<file path="src/rtl/wb_cpu_master.sv">
// -----------------------------------------------------------------------------
// wb_cpu_master
//
// Purpose:
//   Front end between a CPU memory port (request/done handshake) and a
//   shared-bus Wishbone interconnect. It runs one classic Wishbone cycle per
//   CPU request. The interconnect never errors on unmapped addresses, so this
//   block aborts a cycle that goes unacknowledged for too long and reports it
//   as an error.
//
// Parameters:
//   TIMEOUT   - wait cycles (stb high, no ack) before the cycle is aborted.
//               0 disables the timeout.
//   TIMEOUT_W - width of the wait counter; TIMEOUT <= 2**TIMEOUT_W - 1.
//
// Ports:
//   clk_i, rst_i     - clock and synchronous active-high reset
//   req_i            - CPU request, sampled only while idle
//   adr_i/dat_i      - CPU byte address / write data
//   sel_i, we_i      - CPU byte/half select, write enable
//   busy_o           - request in flight
//   done_o, err_o    - one-cycle completion pulse, error qualifier (timeout)
//   rdata_o          - read data, valid with done_o on reads
//   wbm_*_o          - Wishbone master outputs toward the interconnect
//   wbm_dat_i        - Wishbone read data
//   wbm_ack_i        - Wishbone acknowledge
//
// All outputs come straight from registers.
// -----------------------------------------------------------------------------
module wb_cpu_master #(
    parameter int TIMEOUT   = 255,
    parameter int TIMEOUT_W = 8
) (
    input  logic        clk_i,
    input  logic        rst_i,

    input  logic        req_i,
    input  logic [31:0] adr_i,
    input  logic [31:0] dat_i,
    input  logic [1:0]  sel_i,
    input  logic        we_i,
    output logic        busy_o,
    output logic        done_o,
    output logic        err_o,
    output logic [31:0] rdata_o,

    output logic [31:0] wbm_adr_o,
    output logic [31:0] wbm_dat_o,
    output logic [1:0]  wbm_sel_o,
    output logic        wbm_we_o,
    output logic        wbm_cyc_o,
    output logic        wbm_stb_o,
    input  logic [31:0] wbm_dat_i,
    input  logic        wbm_ack_i
);

    typedef enum logic {
        ST_IDLE = 1'b0,
        ST_BUS  = 1'b1
    } state_t;

    // Counter value seen on the last permitted wait edge. The counter is
    // cleared when stb rises, so matching TIMEOUT-1 at an edge means stb has
    // been high for exactly TIMEOUT cycles.
    localparam logic [TIMEOUT_W-1:0] LP_CNT_LAST =
        (TIMEOUT == 0) ? '0 : TIMEOUT_W'(TIMEOUT - 1);

    state_t                r_state;
    logic [TIMEOUT_W-1:0]  r_cnt;
    logic                  r_busy;
    logic                  r_done;
    logic                  r_err;
    logic [31:0]           r_rdata;
    logic [31:0]           r_adr;
    logic [31:0]           r_dat;
    logic [1:0]            r_sel;
    logic                  r_we;
    logic                  r_cyc;
    logic                  r_stb;

    logic                  w_timeout;

    assign w_timeout = (TIMEOUT != 0) && (r_cnt == LP_CNT_LAST);

    always_ff @(posedge clk_i) begin
        if (rst_i) begin
            r_state <= ST_IDLE;
            r_cnt   <= '0;
            r_busy  <= 1'b0;
            r_done  <= 1'b0;
            r_err   <= 1'b0;
            r_rdata <= '0;
            r_adr   <= '0;
            r_dat   <= '0;
            r_sel   <= '0;
            r_we    <= 1'b0;
            r_cyc   <= 1'b0;
            r_stb   <= 1'b0;
        end else begin
            // Completion flags are single-cycle pulses.
            r_done <= 1'b0;
            r_err  <= 1'b0;

            case (r_state)
                ST_IDLE: begin
                    // Stray acks are ignored here: nothing below looks at
                    // wbm_ack_i or wbm_dat_i while idle.
                    if (req_i) begin
                        r_adr   <= adr_i;
                        r_dat   <= dat_i;
                        r_sel   <= sel_i;
                        r_we    <= we_i;
                        r_cyc   <= 1'b1;
                        r_stb   <= 1'b1;
                        r_busy  <= 1'b1;
                        r_cnt   <= '0;
                        r_state <= ST_BUS;
                    end
                end

                ST_BUS: begin
                    // req_i is deliberately not looked at: requests that
                    // arrive while busy are dropped, not queued.
                    if (wbm_ack_i) begin
                        // Ack has priority over a coincident timeout.
                        r_cyc   <= 1'b0;
                        r_stb   <= 1'b0;
                        r_busy  <= 1'b0;
                        r_done  <= 1'b1;
                        r_err   <= 1'b0;
                        if (!r_we) begin
                            r_rdata <= wbm_dat_i;
                        end
                        r_state <= ST_IDLE;
                    end else if (w_timeout) begin
                        r_cyc   <= 1'b0;
                        r_stb   <= 1'b0;
                        r_busy  <= 1'b0;
                        r_done  <= 1'b1;
                        r_err   <= 1'b1;
                        r_rdata <= '0;
                        r_state <= ST_IDLE;
                    end else begin
                        // With TIMEOUT=0 the counter simply wraps; it is
                        // never compared in that case.
                        r_cnt <= r_cnt + 1'b1;
                    end
                end

                default: begin
                    r_state <= ST_IDLE;
                end
            endcase
        end
    end

    assign busy_o    = r_busy;
    assign done_o    = r_done;
    assign err_o     = r_err;
    assign rdata_o   = r_rdata;
    assign wbm_adr_o = r_adr;
    assign wbm_dat_o = r_dat;
    assign wbm_sel_o = r_sel;
    assign wbm_we_o  = r_we;
    assign wbm_cyc_o = r_cyc;
    assign wbm_stb_o = r_stb;

endmodule

</file>
<file path="config.mk">
export PLATFORM = sky130hd
export DESIGN_NAME = wb_cpu_master
export DESIGN_NICKNAME = d
export VERILOG_FILES = /design/src/rtl/wb_cpu_master.sv
export SDC_FILE = /design/constraint.sdc
export NUM_CORES = 1
export LEC_CHECK = 0
export ABC_AREA = 1
export CORE_MARGIN = 4
export CORE_UTILIZATION = 40
export CTS_CLUSTER_DIAMETER = 150
export DETAILED_ROUTE_END_ITERATION = 16
export PLACE_DENSITY = 0.9
export SLEW_MARGIN = 5
export SYNTH_ARGS = -nofsm -noshare
export SYNTH_HDL_FRONTEND = slang
export SYNTH_SLANG_ARGS = --single-unit
</file>
<file path="constraint.sdc">
create_clock -name clk_i -period 1.7 [get_ports clk_i]
set_input_delay 0.34 -clock clk_i [delete_from_list [all_inputs] [get_ports clk_i]]
set_output_delay 0.34 -clock clk_i [all_outputs]
set_load 0.02 [all_outputs]
</file>
==> reports/metrics.yaml <==
layout:
  nNetsFinal: 897
  layout_commonest_cell: "nor2_1"
  area_delta_synth_final_pct: 56.7
  layout_common_cells: "nor2_1, dfxtp_1, clkdlybuf4s50_1"
  stdcell_area_mm2: 0.00695
  drive_gt1_share_pct: 5.65
  antenna_cells: 0
route:
  vias: 4440
  dr.pass1.iters: 5
  post-route-drc-count: 0
  wl_met2_mm: 6.00
  route.detailed.wl_per_inst_um: 13.6
  vias_per_cell: 4.74
  wl_met3_mm: 1.42
  drt-initial-drc-count: 274
  wl_met1_mm: 5.05
  top_layer: "met4"
  ant_nets: 0
  wirelength_mm: 12.8
power:
  power_density_mw_per_mm2: 831
  p_leak_nw: 3.93
  ir_worst_vdd_mv: 0.563
worst_setup_path:
  crit_arrival_ps: 1310
  cp_slowest_cell: "clkdlybuf4s50_1"
  crit_fanout: 2
  crit_path_end_kind: "output pin"
  cpLargestDelayFamily: "buffers and inverters"
  critical_path_buf_inv_count: 1
  worstPathRequired_ps: 1360
  cp-start-kind: "flop"
  cp_slowest_stage_delay_ps: 600
  crit_chain: "clkdlybuf4s50_1"
  r2r_slack_ps: 190
  criticalPathCategory: "flop to output pin"
cts:
  worstSkewPairLatency_ps: 370
  hold_buffers: 0
  cts.clk_slew.worst_paths_ps: 100
  post_cts_buffers: 0
  clockBufferDepth: 2
  cts_max_level: 3
  clockRootBuffer: "clkbuf_8"
  cts.sinks: 111
  cts_made_buffers: 9
  tritoncts: "yes"
die:
  core_mm2: 0.0108
  row_count: 38
  die_h_um: 113
  die_area_mm2: 0.0128
  io_pins: 207
  initial_core_util_pct: 40.9
  die_w_um: 113
timing:
  finalClockSkew_ps: 7.33
  min_period_ps: 1650
  setup_slack_ps: 46.2
  fmax_ghz: 0.605
  setup_violations: 0
  slew_headroom_pct: 81.0
  fin_crit_sh_pct: 97.3
  rsz0062_at_grt: "false"
  hold_ws_ps: 481
  finalHoldViolations: 0
  setup_tns_ps: 0
  slew_violations: 0
  worst_slew_pin_slew_ps: 284
grt:
  grt_overflow: 0
  antenna_found_initial: 0
  grt_use_total_pct: 19.1
  grt_max_degree: 52
  grt_first_pass_wirelength_mm: 19.8
  grt_pass1_vias: 4085
logic_synthesis:
  synth_fp_nets: 710
  netlist_area_mm2: 0.00443
  synth_cell_type_count: 25
  ys_ff_latch: 111
  avgSynthCellArea_um2: 7.33
  netlist_instances: 605
  yosys_warnings: 0
  yosysSeqAreaShare_pct: 50.1
placed_design:
  pre_cts_slack_ps: -67.5
  dp_hpwl_mm: 9.12
  place_area_mm2: 0.00664
  gp_congestion: 0.813
  port_buffers: 206
job:
  maxCapViolations: 0
worst_hold_path:
  hold_path_class: "flop to flop"
run_status:
  status: "completed"
cells by family after synthesis:
family | share of synthesized area, %
AND/OR/NAND/NOR | 29.9
XOR/XNOR | 0.198
flip-flops | 50.1
AO/OA/AOI/OAI | 11.8
adder cells (fa/ha/maj) | 0.564
buffers and inverters | 7.45
cells in the mapped netlist, drive strengths merged:
cell | count | area, um2
or2 | 1 | 6.26
nand2 | 95 | 399
nor4 | 1 | 6.26
clkbuf | 23 | 86.3
nor2 | 185 | 709
buf | 20 | 150
nand3 | 37 | 203
o21bai | 1 | 7.51
dfxtp | 111 | 2220
o21ai | 70 | 350
xor2 | 1 | 8.76
a21oi | 33 | 165
ha | 2 | 25.0
inv | 25 | 93.8
cell type report:
type / instances / area, um2
flip-flops and latches: 111 / 2220
clock buffers: 11 / 131
clock inverters: 5 / 57.6
inverters: 25 / 93.8
well taps: 140 / 175
multi-input cells: 426 / 1890
repair buffers: 219 / 2380
fillers: 897 / 3890
worst paths after layout:
kind                             start  cells past startpoint                   endpoint
min          wbm_dat_o[3]$_SDFFE_PP0P_                      2  wbm_dat_o[3]$_SDFFE_PP0P_
max reg2reg      r_cnt[0]$_SDFFE_PP0P_                     10   rdata_o[25]$_SDFFE_PP0P_
min reg2reg  wbm_dat_o[3]$_SDFFE_PP0P_                      2  wbm_dat_o[3]$_SDFFE_PP0P_
max            rdata_o[7]$_SDFFE_PP0P_                      1                 rdata_o[7]
sequential cells by signal (all words and copies together) (netlist names), 2 cells and up:
name	cells
r_cnt	8
rdata_o	32
wbm_adr_o	32
wbm_dat_o	32
wbm_sel_o	2
per-stage QoR:
stage	cells	power, mW	util [%]
finish	937	5.77	64.1
CTS	937	5.85	62.6
detailed placement	921	4.33	61.3
global route	937	6.07	64.1
floorplan	605	3.60	-
global placement	921	4.29	61.3
per-layer routing:
metal / vias to the layer above / track usage [%]
met5: - / 0
met4: 0 / 7.53
met3: 27 / 9.95
met2: 174 / 30.4
met1: 1953 / 21.7
li1: 2286 / -
timing repair:
action,4_1_cts,5_1_grt
gates resized for setup,38,64
endpoints found under the setup margin,38,67
endpoints found under the hold margin,0,0
pin swaps,0,0
cloned,0,0
report_power, final:
| group | internal (mW) | leakage [nW] | switching, mW | total (mW) |
|---|---|---|---|---|
| Clock | 0.688 | 0.0977 | 0.902 | 1.59 |
| Combinational | 0.627 | 2.92 | 0.682 | 1.31 |
| Sequential | 2.78 | 0.915 | 0.0926 | 2.87 |
Note: power is estimated with default switching activity, not from simulation.
